`src/rtl/ag_ps2_keyb_pkg.sv`:
```
// Shared definitions for the PS/2 keyboard front end: scan codes and RX states.
// Latency: n/a (constants and a pure function).
// Backpressure: n/a.
package ag_ps2_keyb_pkg;

   // PS/2 set-2 scan codes with special meaning to the decoder
   localparam logic [7:0] SC_E0     = 8'hE0;
   localparam logic [7:0] SC_F0     = 8'hF0;
   localparam logic [7:0] SC_E1     = 8'hE1;
   localparam logic [7:0] SC_LSHIFT = 8'h12;
   localparam logic [7:0] SC_RSHIFT = 8'h59;
   localparam logic [7:0] SC_F12    = 8'h07;
   localparam logic [7:0] SC_CAPS   = 8'h58;
   localparam logic [7:0] SC_SCROLL = 8'h7E;

   // Receiver frame states: start bit is consumed in IDLE
   typedef enum logic [1:0] {
      RX_IDLE   = 2'd0,
      RX_DATA   = 2'd1,
      RX_PARITY = 2'd2,
      RX_STOP   = 2'd3
   } rx_state_t;

   // True when data byte plus parity bit carry an odd number of ones
   function automatic logic odd_parity_ok(input logic [7:0] dat, input logic par);
      return ^{dat, par};
   endfunction

endpackage

```
`src/rtl/ag_ps2_keyb_if.sv`:
```
// Signal bundle between the PS/2 front end and the rest of the Agat core.
// Latency: n/a (wires only).
// Backpressure: none; key latch is level-held until the CPU clears the strobe.
interface ag_ps2_keyb_if;
   logic       ps2_clk;
   logic       ps2_data;
   logic       key_clear;
   logic [7:0] key_reg;
   logic       key_rus;
   logic       key_rst;
   logic       key_pause;
   logic       frame_err;

   // Host side: drives the PS/2 lines and the CPU clear, reads the latch
   modport master (
      output ps2_clk, ps2_data, key_clear,
      input  key_reg, key_rus, key_rst, key_pause, frame_err
   );

   // Keyboard front end side
   modport slave (
      input  ps2_clk, ps2_data, key_clear,
      output key_reg, key_rus, key_rst, key_pause, frame_err
   );
endinterface

```
`src/rtl/ag_ps2_keyb_keymap.sv`:
```
// Scan code to 7-bit Agat key code lookup (0 = key not mapped).
// Latency: combinational.
// Backpressure: none.
module ag_ps2_keyb_keymap (
   input  logic       ext_i,
   input  logic       shift_i,
   input  logic       rus_i,
   input  logic [7:0] scan_i,
   output logic [6:0] code_o
);

   logic       let_hit;
   logic [4:0] let_idx;
   logic       dig_hit;
   logic [3:0] dig_val;

   // Letter keys: alphabetical index A=0 .. Z=25
   always_comb begin
      let_hit = 1'b1;
      let_idx = 5'd0;
      case (scan_i)
         8'h1C: let_idx = 5'd0;   8'h32: let_idx = 5'd1;   8'h21: let_idx = 5'd2;
         8'h23: let_idx = 5'd3;   8'h24: let_idx = 5'd4;   8'h2B: let_idx = 5'd5;
         8'h34: let_idx = 5'd6;   8'h33: let_idx = 5'd7;   8'h43: let_idx = 5'd8;
         8'h3B: let_idx = 5'd9;   8'h42: let_idx = 5'd10;  8'h4B: let_idx = 5'd11;
         8'h3A: let_idx = 5'd12;  8'h31: let_idx = 5'd13;  8'h44: let_idx = 5'd14;
         8'h4D: let_idx = 5'd15;  8'h15: let_idx = 5'd16;  8'h2D: let_idx = 5'd17;
         8'h1B: let_idx = 5'd18;  8'h2C: let_idx = 5'd19;  8'h3C: let_idx = 5'd20;
         8'h2A: let_idx = 5'd21;  8'h1D: let_idx = 5'd22;  8'h22: let_idx = 5'd23;
         8'h35: let_idx = 5'd24;  8'h1A: let_idx = 5'd25;
         default: let_hit = 1'b0;
      endcase
   end

   // Top-row digit keys
   always_comb begin
      dig_hit = 1'b1;
      dig_val = 4'd0;
      case (scan_i)
         8'h45: dig_val = 4'd0;  8'h16: dig_val = 4'd1;  8'h1E: dig_val = 4'd2;
         8'h26: dig_val = 4'd3;  8'h25: dig_val = 4'd4;  8'h2E: dig_val = 4'd5;
         8'h36: dig_val = 4'd6;  8'h3D: dig_val = 4'd7;  8'h3E: dig_val = 4'd8;
         8'h46: dig_val = 4'd9;
         default: dig_hit = 1'b0;
      endcase
   end

   // Final code: extended keys are cursor keys; Cyrillic letters live at 60h+
   always_comb begin
      code_o = 7'd0;
      if (ext_i) begin
         case (scan_i)
            8'h75:   code_o = 7'h19;   // up
            8'h72:   code_o = 7'h1A;   // down
            8'h6B:   code_o = 7'h08;   // left
            8'h74:   code_o = 7'h15;   // right
            default: code_o = 7'd0;
         endcase
      end else if (let_hit) begin
         if (rus_i)
            code_o = 7'h60 + {2'b00, let_idx};
         else if (shift_i)
            code_o = 7'h61 + {2'b00, let_idx};
         else
            code_o = 7'h41 + {2'b00, let_idx};
      end else if (dig_hit) begin
         // shifted 1..9 give the punctuation row 21h..29h; shifted 0 stays '0'
         if (shift_i && (dig_val != 4'd0))
            code_o = 7'h20 + {3'b000, dig_val};
         else
            code_o = 7'h30 + {3'b000, dig_val};
      end else begin
         case (scan_i)
            8'h29:   code_o = 7'h20;   // space
            8'h5A:   code_o = 7'h0D;   // enter
            8'h76:   code_o = 7'h1B;   // escape
            8'h66:   code_o = 7'h08;   // backspace
            default: code_o = 7'd0;
         endcase
      end
   end

endmodule

```
`src/rtl/ag_ps2_keyb.sv`:
```
// PS/2 keyboard receiver and decoder producing the Agat key latch and control flags.
// Latency: key_reg updates 2 clk after the synchronised STOP-bit fall.
// Backpressure: none; a new key overwrites an unread latch (strobe stays set).
module ag_ps2_keyb
   import ag_ps2_keyb_pkg::*;
#(
   parameter int TIMEOUT_CYC = 2000,
   parameter int SYNC_STAGES = 2
) (
   input logic           clk,
   input logic           rst_n,
   ag_ps2_keyb_if.slave  kb
);

   localparam int            TW       = $clog2(TIMEOUT_CYC + 1);
   localparam logic [TW-1:0] TMO_LAST = TW'(TIMEOUT_CYC - 1);

   logic [SYNC_STAGES-1:0] clk_sync_q;
   logic [SYNC_STAGES-1:0] dat_sync_q;
   logic                   clk_prev_q;
   logic                   ps2c_s;
   logic                   ps2d_s;
   logic                   fall;

   rx_state_t     state_q, state_d;
   logic [2:0]    bitcnt_q, bitcnt_d;
   logic [7:0]    shreg_q, shreg_d;
   logic          par_q, par_d;
   logic [TW-1:0] tmo_q, tmo_d;
   logic          byte_vld_q, byte_vld_d;
   logic          ferr_q, ferr_d;

   logic       brk_q, brk_d;
   logic       ext_q, ext_d;
   logic       shift_q, shift_d;
   logic       rus_q, rus_d;
   logic       rst_q, rst_d;
   logic       pause_q, pause_d;
   logic [7:0] key_q, key_d;
   logic [6:0] map_code;

   assign ps2c_s = clk_sync_q[SYNC_STAGES-1];
   assign ps2d_s = dat_sync_q[SYNC_STAGES-1];
   assign fall   = clk_prev_q & ~ps2c_s;

   // Synchronise the PS/2 lines; idle-high reset value avoids a false fall
   always_ff @(posedge clk or negedge rst_n) begin
      if (!rst_n) begin
         clk_sync_q <= '1;
         dat_sync_q <= '1;
         clk_prev_q <= 1'b1;
      end else begin
         clk_sync_q <= {clk_sync_q[SYNC_STAGES-2:0], kb.ps2_clk};
         dat_sync_q <= {dat_sync_q[SYNC_STAGES-2:0], kb.ps2_data};
         clk_prev_q <= ps2c_s;
      end
   end

   // Receiver state and frame registers
   always_ff @(posedge clk or negedge rst_n) begin
      if (!rst_n) begin
         state_q    <= RX_IDLE;
         bitcnt_q   <= 3'd0;
         shreg_q    <= 8'd0;
         par_q      <= 1'b0;
         tmo_q      <= '0;
         byte_vld_q <= 1'b0;
         ferr_q     <= 1'b0;
      end else begin
         state_q    <= state_d;
         bitcnt_q   <= bitcnt_d;
         shreg_q    <= shreg_d;
         par_q      <= par_d;
         tmo_q      <= tmo_d;
         byte_vld_q <= byte_vld_d;
         ferr_q     <= ferr_d;
      end
   end

   // Frame sequencing, stop/parity check and mid-frame inactivity abort
   always_comb begin
      state_d    = state_q;
      bitcnt_d   = bitcnt_q;
      shreg_d    = shreg_q;
      par_d      = par_q;
      tmo_d      = '0;
      byte_vld_d = 1'b0;
      ferr_d     = 1'b0;
      if ((state_q != RX_IDLE) && !fall)
         tmo_d = tmo_q + 1'b1;
      case (state_q)
         RX_IDLE: begin
            if (fall && !ps2d_s) begin
               state_d  = RX_DATA;
               bitcnt_d = 3'd0;
            end
         end
         RX_DATA: begin
            if (fall) begin
               shreg_d  = {ps2d_s, shreg_q[7:1]};
               bitcnt_d = bitcnt_q + 3'd1;
               if (bitcnt_q == 3'd7)
                  state_d = RX_PARITY;
            end
         end
         RX_PARITY: begin
            if (fall) begin
               par_d   = ps2d_s;
               state_d = RX_STOP;
            end
         end
         RX_STOP: begin
            if (fall) begin
               state_d = RX_IDLE;
               if (ps2d_s && odd_parity_ok(shreg_q, par_q))
                  byte_vld_d = 1'b1;
               else
                  ferr_d = 1'b1;
            end
         end
         default: state_d = RX_IDLE;
      endcase
      // PS/2 clock stalled mid-frame: drop the partial byte
      if ((state_q != RX_IDLE) && !fall && (tmo_q == TMO_LAST)) begin
         state_d = RX_IDLE;
         tmo_d   = '0;
         ferr_d  = 1'b1;
      end
   end

   ag_ps2_keyb_keymap u_keymap (
      .ext_i   (ext_q),
      .shift_i (shift_q),
      .rus_i   (rus_q),
      .scan_i  (shreg_q),
      .code_o  (map_code)
   );

   // Decoder state, key latch and user-visible flags
   always_ff @(posedge clk or negedge rst_n) begin
      if (!rst_n) begin
         brk_q   <= 1'b0;
         ext_q   <= 1'b0;
         shift_q <= 1'b0;
         rus_q   <= 1'b0;
         rst_q   <= 1'b0;
         pause_q <= 1'b0;
         key_q   <= 8'h00;
      end else begin
         brk_q   <= brk_d;
         ext_q   <= ext_d;
         shift_q <= shift_d;
         rus_q   <= rus_d;
         rst_q   <= rst_d;
         pause_q <= pause_d;
         key_q   <= key_d;
      end
   end

   // Prefix tracking and key event handling; a fresh latch beats the CPU clear
   always_comb begin
      brk_d   = brk_q;
      ext_d   = ext_q;
      shift_d = shift_q;
      rus_d   = rus_q;
      rst_d   = rst_q;
      pause_d = pause_q;
      key_d   = key_q;
      if (kb.key_clear)
         key_d[7] = 1'b0;
      if (byte_vld_q) begin
         case (shreg_q)
            SC_E0: ext_d = 1'b1;
            SC_F0: brk_d = 1'b1;
            SC_E1: ;
            default: begin
               brk_d = 1'b0;
               ext_d = 1'b0;
               case (shreg_q)
                  SC_LSHIFT, SC_RSHIFT: shift_d = !brk_q;
                  SC_F12:               rst_d   = !brk_q;
                  SC_CAPS:   if (!brk_q) rus_d   = !rus_q;
                  SC_SCROLL: if (!brk_q) pause_d = !pause_q;
                  default: begin
                     if (!brk_q && (map_code != 7'd0))
                        key_d = {1'b1, map_code};
                  end
               endcase
            end
         endcase
      end
   end

   assign kb.key_reg   = key_q;
   assign kb.key_rus   = rus_q;
   assign kb.key_rst   = rst_q;
   assign kb.key_pause = pause_q;
   assign kb.frame_err = ferr_q;

endmodule

```
`src/flat_wrapper.sv`:
```
// flat-port wrapper written by rule: the top's interface ports become plain ports
module ag_ps2_keyb_flat import ag_ps2_keyb_pkg::*;
#(
   parameter int TIMEOUT_CYC = 2000,
   parameter int SYNC_STAGES = 2
)
  (clk, rst_n, kb_ps2_clk, kb_ps2_data, kb_key_clear, kb_key_reg, kb_key_rus, kb_key_rst, kb_key_pause, kb_frame_err);
  ag_ps2_keyb_if kb_i ();
  input logic clk;
  input logic rst_n;
  input wire logic [$bits(kb_i.ps2_clk)-1:0] kb_ps2_clk;
  input wire logic [$bits(kb_i.ps2_data)-1:0] kb_ps2_data;
  input wire logic [$bits(kb_i.key_clear)-1:0] kb_key_clear;
  output wire logic [$bits(kb_i.key_reg)-1:0] kb_key_reg;
  output wire logic [$bits(kb_i.key_rus)-1:0] kb_key_rus;
  output wire logic [$bits(kb_i.key_rst)-1:0] kb_key_rst;
  output wire logic [$bits(kb_i.key_pause)-1:0] kb_key_pause;
  output wire logic [$bits(kb_i.frame_err)-1:0] kb_frame_err;
  assign kb_i.ps2_clk = kb_ps2_clk;
  assign kb_i.ps2_data = kb_ps2_data;
  assign kb_i.key_clear = kb_key_clear;
  assign kb_key_reg = kb_i.key_reg;
  assign kb_key_rus = kb_i.key_rus;
  assign kb_key_rst = kb_i.key_rst;
  assign kb_key_pause = kb_i.key_pause;
  assign kb_frame_err = kb_i.frame_err;
  ag_ps2_keyb #(.TIMEOUT_CYC(TIMEOUT_CYC), .SYNC_STAGES(SYNC_STAGES)) u_core (.clk(clk), .rst_n(rst_n), .kb(kb_i));
endmodule
```
`config.mk`:
```
export PLATFORM = sky130hd
export DESIGN_NAME = ag_ps2_keyb_flat
export DESIGN_NICKNAME = d
export VERILOG_FILES = /design/src/rtl/ag_ps2_keyb_pkg.sv /design/src/rtl/ag_ps2_keyb_if.sv /design/src/rtl/ag_ps2_keyb_keymap.sv /design/src/rtl/ag_ps2_keyb.sv /design/src/flat_wrapper.sv
export SDC_FILE = /design/constraint.sdc
export NUM_CORES = 1
export LEC_CHECK = 0
export CAP_MARGIN = 20
export CORE_MARGIN = 1
export CORE_UTILIZATION = 45
export CTS_CLUSTER_DIAMETER = 30
export DETAILED_ROUTE_END_ITERATION = 10
export PLACE_DENSITY_LB_ADDON = 0.25
export SYNTH_ARGS = -nofsm -noshare
export SYNTH_HDL_FRONTEND = slang
export SYNTH_SLANG_ARGS = --single-unit
```
`constraint.sdc`:
```
create_clock -name clk -period 2.9 [get_ports clk]
set_input_delay 0.58 -clock clk [delete_from_list [all_inputs] [get_ports clk]]
set_output_delay 0.58 -clock clk [all_outputs]
set_load 0.01 [all_outputs]
```
[Word level (Yosys, flattened, before mapping)]
Cells that the tools add are included.
Operators by class
  add/subtract/negate cells: 7
  eq/ne operators: 64
  multiplexer cells: 38
  bitwise logic cells: 7
  reduce and logical (&&, ||, !) cells: 35
Operator list (number)
  equality test 8 x 6 -> 1 bit (second input constant): 23
  equality test 8 x 7 -> 1 bit (second input constant): 17
  case mux 5 bit (25 select lines): 1
  equality test 8 x 5 -> 1 bit (second input constant): 8
  two-way mux 7 bit: 6
  case mux 4 bit (9 select lines): 1
  two-way mux 8 bit: 4
  OR reduction 26 bit: 1
  equality test 8 bit (second input constant): 3
  case mux 6 bit (4 select lines): 1
  two-way mux 11 bit: 2
  case mux 5 bit (4 select lines): 1
  != test 3 x 1 -> 1 bit (second input constant): 5
  adder 6 x 4 -> 7 bit (first input constant): 2
  adder 6 x 6 -> 7 bit (first input constant): 2
  two-way mux 2 bit: 6
  AND reduction 4 bit: 3
  adder 11 x 1 -> 11 bit (second input constant): 1
  equality test 11 bit (second input constant): 1
  two-way mux 1 bit: 10
  OR reduction 10 bit: 1
  AND reduction 3 bit: 3
  parity 9 bit: 1
  equality test 8 x 3 -> 1 bit (second input constant): 1
  23 further kinds: 47
Storage, ports and cells
  register bits: 46
  input bits: 5
  output and inout bits: 12
  word-level logic and storage cells: 169

[Depth between registers and ports, before layout]
Gate-level depths: netlist of run 1.
  word-level depth: 14
  gate-level depth with buffers: 13
  mapped depth without buffers: 11

[By module]
Synthesis of run 1 repeated with hierarchy kept, for this count alone.
Second synthesis, totals
  cells, all modules: 364
  area, all modules: 3283.1 sq um
By module, submodules not included
  ag_ps2_keyb: times used 1, cells each 201, area an instance 2217.1 sq um, seq. area each 1157.4 sq um
  ag_ps2_keyb_keymap: times used 1, cells each 163, area an instance 1066.0 sq um, seq. area each 0.0 sq um

[Least setup slack after synthesis of run 1]
No wires, ideal clock.
  kind: reg2reg
  start point: register u_core.shreg_q[7]
  end point: register u_core.key_q[1], in the netlist u_core.kb.key_reg[1]
  library setup time: 125 ps
  arrival time: 2653 ps
  required time: 2775 ps
  setup slack: 122 ps
  stages on the path, launching flop included: 10
  path buffers: 1
  period minus slack after synthesis: 2778 ps
  path through: dfrtp_1 buf_6 nor4b_1 nor2_1 o32ai_2 nor3_1 nor4_2 mux2_4 a21oi_4 mux2_4
Between the ends
  longest elaborated chain between the ends: 11
  elaborated cells between the ends (all ways): 80
  those cells by class: add/sub (5); eq/ne (52); mux (12); bitwise (2); reduce/logical (9)
RTL lines
  from (decl): RTL line ag_ps2_keyb.sv:27  | logic [7:0] shreg_q, shreg_d;
  from (signal assigned): RTL line ag_ps2_keyb.sv:72  | shreg_q <= shreg_d;
  branches (longest 11 deep; another with adder 7 x 5 -> 7 bit)
  to (signal assigned): RTL line ag_ps2_keyb.sv:156  | key_q <= key_d;
  to (decl): RTL line ag_ps2_keyb.sv:39  | logic [7:0] key_q, key_d;
Several ways; the timed one is not identified.
A chain may end at the register's enable or synchronous reset.

[Final worst setup path of run 1]
  start point: register u_core.shreg_q[4]
  end point: register u_core.key_q[1], in the netlist u_core.kb.key_reg[1]
The elaborated chain is that of the path after synthesis.

==> results of run 1 <==
-- layer usage --
metal,vias up,routed length [um],part of all wire,track usage
li1,1474,-,-,-
met5,-,0,0,0
met3,25,538,0.064,0.0368
met2,130,4080,0.49,0.379
met4,0,251,0.030,0.0894
met1,1501,3500,0.42,0.270
-- metrics by stage --
step / setup WS (ns) / util / total power, mW / cell area (um2)
6_report: 0.0770 / 0.565 / 2.89 / 4080
5_1_grt: -0.0512 / 0.565 / 3.07 / 4080
4_1_cts: 0.0378 / 0.540 / 2.77 / 3900
3_5_place_dp: 0.0136 / 0.528 / 2.35 / 3810
3_3_place_gp: 0.108 / 0.528 / 2.32 / 3810
2_1_floorplan: 0.122 / - / 1.89 / 3330
-- worst paths after layout --
check	slack, ns	end	cells after the start
max	0.08	u_core.kb.key_reg[1]$_DFFE_PN0P_	8
min	0.23	u_core.kb.key_reg[3]$_DFFE_PN0P_	1
max reg2reg	0.08	u_core.kb.key_reg[1]$_DFFE_PN0P_	8
min reg2reg	0.36	u_core.dat_sync_q[1]$_DFF_PN1_	0
max in group asynchronous	2.08	u_core.dat_sync_q[0]$_DFF_PN1_	2
min in group clk	0.36	u_core.dat_sync_q[1]$_DFF_PN1_	0
-- power groups by stage --
stage | Combinational, mW | Sequential (mW) | Clock, mW
finish | 1.58 | 0.909 | 0.401
global route | 1.72 | 0.923 | 0.434
CTS | 1.45 | 0.903 | 0.420
detailed placement | 1.44 | 0.913 | 0
global placement | 1.41 | 0.905 | 0
floorplan | 1.04 | 0.847 | 0
-- logic make-up (layout without fill, tap and decap cells) --
logic type                 Yosys count  in the layout  share of synthesized area
and+or+nand+nor                    176            176                      0.292
AOI/OAI and AO/OA                   76             76                      0.162
DFF                                 46             46                      0.347
buffers and inverters               40             87                     0.0544
xor gates and xnor gates            23             23                     0.0604
muxes                               16             16                     0.0548
adders and majority gates            8              8                     0.0300
-- timing repair --
| item | CTS | global route |
|---|---|---|
| setup buffers | 0 | 8 |
| resized for setup | 1 | 25 |
| endpoints found under the setup margin | 2 | 7 |
| pin swaps | 0 | 7 |
-- worst reg2reg max path, stage by stage, from the launching register on --
cell and delay, ns:
dfrtp_2 0.46, or4b_4 0.56, or3_4 0.42, o21ai_4 0.08, nor4_4 0.07, nor4_4 0.30
mux2_4 0.35, a21oi_4 0.18, mux2_4 0.31
-- cells in the mapped netlist (5+ instances only) --
cell type | number | area share
nand2_1 | 38 | 0.043
clkbuf_1 | 9 | 0.010
a31oi_1 | 6 | 0.011
o31ai_1 | 5 | 0.011
inv_1 | 15 | 0.017
mux2_2 | 10 | 0.034
a21oi_1 | 10 | 0.015
o21ai_0 | 21 | 0.032
xor2_1 | 8 | 0.021
nand4_1 | 7 | 0.013
dfrtp_1 | 41 | 0.31
xnor2_1 | 15 | 0.039
ha_1 | 8 | 0.030
nor2b_1 | 12 | 0.023
nor2_1 | 37 | 0.042
and3_1 | 9 | 0.017
buf_2 | 10 | 0.015
nand2b_1 | 14 | 0.026
dfstp_2 | 5 | 0.039
nand3_1 | 21 | 0.032
-- cell type report --
cell class	count	area share
clock inverters	1	0.00123
multi-input cells	299	0.511
repair buffers	64	0.136
flip-flops and latches	46	0.286
well taps	99	0.0304
inverters	15	0.0147
clock buffers	7	0.0212
==> metrics.yaml, run 1 <==
clkSlewWorstSetupHoldPaths_ns: 0.09
timing.rr.start: "u_core.shreg_q[4]$_DFFE_PN0P_"
p_sw_frac: 0.426
p_leak_nw: 1.71
largest_register_ffs: 11
grt_pass1_wl_um: 13300
grt_antenna_before_repair: 0
cts-root-buf: "clkbuf_8"
dpl.hpwl_um: 6040
grt_overflow: 0
skew_ns: 0.0108
postSynthCellCount: 385
grt_usage: 0.219
grt_max_degree: 45
synth-seq-cells: 46
drt-initial-drc-count: 258
final_max_slew_viol_count: 0
critPathSlowestCell: "or4b_4"
p_clk_frac: 0.139
ys_warn_count: 0
syn_nets: 398
setup_tns_ns: 0
internal_power_mw: 1.66
synth_flop_cell: "dfrtp_1"
wl_per_cell_um: 15.8
htreeDepth: 2
fillers: 648
start_kind: "flop"
clk_latency_ns: 0.30
final_common_cell: "buf_4"
crit_start: "u_core.shreg_q[4]$_DFFE_PN0P_"
firstDrtPassIters: 5
clockBufferDepth: 2
powerDensity_mw_per_mm2: 710
synth_edf_count: 0
core-area_mm2: 0.00721
crit_path_max_incr_delay_ns: 0.56
dp_cells: 514
std_cell_rows: 31
fin_crit_sh: 0.973
synth.avg_cell_area_um2: 8.66
holdWs_ns: 0.233
outcome: "completed"
drv_cap: 0
drive_above_1_share: 0.241
yosysSeqAreaShare: 0.347
layout_common_cells: "43 x buf_4, 38 x nand2_1, 36 x nor2_1, 34 x dfrtp_1, 21 x nand3_1"
min_period_ns: 2.82
multiInputGateArea_mm2: 0.00208
grt_pass1_vias: 2854
cts-buffers-inserted: 5
die_w_um: 88.1
final_antenna_net_count: 0
cp_cell_sequence: "or4b_4, or3_4, o21ai_4, nor4_4, nor4_4, mux2_4, a21oi_4, mux2_4"
numClockSinks: 46
nets: 444
die_h_um: 88.1
finalSetupViolations: 0
slew_headroom: 0.624
crit_buf_inv: 0
hold_viol: 0
syn_area_mm2: 0.00333
instances_no_fill: 531
ios: 17
synth.distinct_cells: 66
cts_tree: "built"
rsz0062_at_grt: "yes"
worstSetupPathType: "flop to flop"
peakVddDrop_v: 0.000548
seqPwrFrac: 0.314
p_comb_frac: 0.547
seqCellArea_mm2: 0.00117
numPortBuffers: 16
cts_hold_buf: 0
gp_congestion: 0.916
worstMarginPinSlew_ns: 0.563
dieArea_mm2: 0.00776
async_reset_ff_frac: 1.00
hold_path.class: "input port to async pin"
cp-end-kind: "flop"
totalWireLength_um: 8370
cpLargestDelayFamily: "simple AND/OR/NAND/NOR gates"
via_per_inst: 5.89
vias: 3130
cp.arrival_ns: 3.02
worstPathRequired_ns: 3.09
crit_path_max_fanout: 6
fmax_mhz: 354
diodes: 0
synthToLayoutAreaGrowth_pct: 22.3
p_switching_mw: 1.23
initial_core_util: 0.462
drc: 0
No activity file was read; power rests on OpenSTA's default activity.
==> inputs of run 2 (changes only) <==
--- a/config.mk
+++ b/config.mk
@@ -7,3 +7,2 @@
 export LEC_CHECK = 0
-export CAP_MARGIN = 20
 export CORE_MARGIN = 1
@@ -11,2 +10,3 @@
 export CTS_CLUSTER_DIAMETER = 30
+export CTS_CLUSTER_SIZE = 25
 export DETAILED_ROUTE_END_ITERATION = 10
--- a/constraint.sdc
+++ b/constraint.sdc
@@ -3,2 +3,2 @@
 set_output_delay 0.58 -clock clk [all_outputs]
-set_load 0.01 [all_outputs]
+set_load 0.02 [all_outputs]
==> metrics.yaml, run 2 (synthesis gave the netlist of run 1 again) <==
cts_tree: "built"
p_leak_nw: 1.70  # -0.55%
drc: 0  # unchanged
die_w_um: 88.1  # unchanged
drt-initial-drc-count: 259  # +0.39%
holdWs_ns: 0.357  # +0.124 ns
wl_per_cell_um: 15.6  # -0.83%
wl_met1_um: 3520  # +0.80%
core-area_mm2: 0.00721  # unchanged
via_per_inst: 5.90  # about the same
numClockSinks: 46  # unchanged
final_util: 0.562  # -0.00277
dp_cells: 514  # unchanged
clk_latency_ns: 0.30  # about the same
final_antenna_net_count: 0  # unchanged
grt_usage: 0.219  # unchanged
worstPathRequired_ns: 3.09  # about the same
htreeDepth: 2  # unchanged
powerDensity_mw_per_mm2: 713  # +0.53%
drive_above_1_share: 0.239  # -0.00176
synthToLayoutAreaGrowth_pct: 21.7
numPortBuffers: 16  # unchanged
ios: 17  # unchanged
layout_common_cells: "43 x buf_4, 38 x nand2_1, 36 x nor2_1, 34 x dfrtp_1, 21 x nand3_1"
ff2ff_path_depth: 9  # +1
final_max_slew_viol_count: 0  # unchanged
hold_viol: 0  # unchanged
slew_headroom: 0.355  # -0.269
min_period_ns: 2.83  # +0.00206 ns
grt_overflow: 0  # unchanged
die_h_um: 88.1  # unchanged
grt_pass1_vias: 2854  # unchanged
grt_max_degree: 45  # unchanged
peakVddDrop_v: 0.000546  # -0.40%
grt_pass1_wl_um: 13300  # unchanged
hold_path.class: "flop to flop"
crit_path_max_fanout: 6  # unchanged
firstDrtPassIters: 6  # +1
setup_tns_ns: 0  # unchanged
finalPower_mw: 2.89  # about the same
hold_depth: 0
clockBufferDepth: 2  # unchanged
cp.arrival_ns: 3.02  # about the same
initial_core_util: 0.462  # unchanged
diodes: 0  # unchanged
gp_congestion: 0.916  # unchanged
dpl.hpwl_um: 6040  # unchanged
routed-wl-met2_um: 4060  # -0.64%
totalWireLength_um: 8280  # -1.0%
worstMarginPinSlew_ns: 0.968  # +0.405 ns
largest_register_ffs: 11  # unchanged
outcome: "completed"
cts-root-buf: "clkbuf_8"
cp-end-kind: "flop"
fin_crit_sh: 0.974  # about the same
nets: 443  # -0.23%
clkSlewWorstSetupHoldPaths_ns: 0.09  # about the same
drv_cap: 0  # unchanged
rsz0062_at_grt: "yes"
cts-buffers-inserted: 5  # unchanged
finalSetupViolations: 0  # unchanged
dr_wl_met3_um: 454  # -16%
fillers: 650  # +0.31%
std_cell_rows: 31  # unchanged
top_layer_used: "met4"
instances_no_fill: 530  # -0.19%
skew_ns: 0.0102  # -0.000602 ns
final_common_cell: "buf_4"
cts_hold_buf: 0  # unchanged
dieArea_mm2: 0.00776  # unchanged
grt_antenna_before_repair: 0  # unchanged
worstSetupPathType: "flop to flop"
vias: 3126  # -0.13%
start_kind: "flop"
fmax_mhz: 354  # about the same
r2r_setup_slack_ns: 0.07  # about the same
## run 2: path summary, 6_finish.rpt
check,endpoint,startpoint
min,u_core.dat_sync_q[1]$_DFF_PN1_,u_core.dat_sync_q[0]$_DFF_PN1_
min reg2reg,u_core.dat_sync_q[1]$_DFF_PN1_,u_core.dat_sync_q[0]$_DFF_PN1_
max in group asynchronous,u_core.clk_sync_q[0]$_DFF_PN1_,rst_n
max reg2reg,u_core.kb.key_reg[1]$_DFFE_PN0P_,u_core.shreg_q[4]$_DFFE_PN0P_
max,u_core.kb.key_reg[1]$_DFFE_PN0P_,u_core.shreg_q[4]$_DFFE_PN0P_
min in group asynchronous,u_core.kb.key_reg[3]$_DFFE_PN0P_,rst_n
## run 2: area by class of cell
class | instances | area [um2] | area share
clock buffers | 7 | 86.3 | 0.0213
multi-input cells | 299 | 2080 | 0.513
repair buffers | 63 | 534 | 0.132
flip-flops and latches | 46 | 1170 | 0.287
well taps | 99 | 124 | 0.0305
inverters | 15 | 60.1 | 0.0148
clock inverters | 1 | 5.00 | 0.00123
## run 2: timing repair
item                       in CTS  in global routing
setup endpoints to repair       2                  7
pin swaps                       0                  7
gates resized for setup         1                 25
setup buffers                   0                  8
## run 2: critical path, stage by stage, from the launching register on
cell and delay (ns):
dfrtp_2 0.43, clkbuf_2 0.17, or4b_2 0.62, o22ai_1 0.34, a31oi_1 0.08, and2_4 0.18
nand2b_1 0.13, mux2_4 0.29, a21oi_4 0.17, mux2_4 0.31
## run 2: power breakdown
group | internal, mW | switching, mW | total, mW | leakage (nW)
Clock | 0.192 | 0.210 | 0.402 | 0.0482
Combinational | 0.705 | 0.879 | 1.58 | 1.06
Sequential | 0.762 | 0.147 | 0.909 | 0.597
## run 2: layer usage
layer,vias up,track usage
li1,1471,-
met1,1494,0.270
met2,133,0.379
met3,28,0.0368
met4,0,0.0894
met5,-,0
## run 2: metrics by stage
step                setup slack (ns)  cell area, um2
global placement               0.108            3810
detailed placement            0.0136            3810
CTS                           0.0378            3900
floorplan                      0.122            3330
finish                        0.0749            4060
global route                 -0.0512            4060
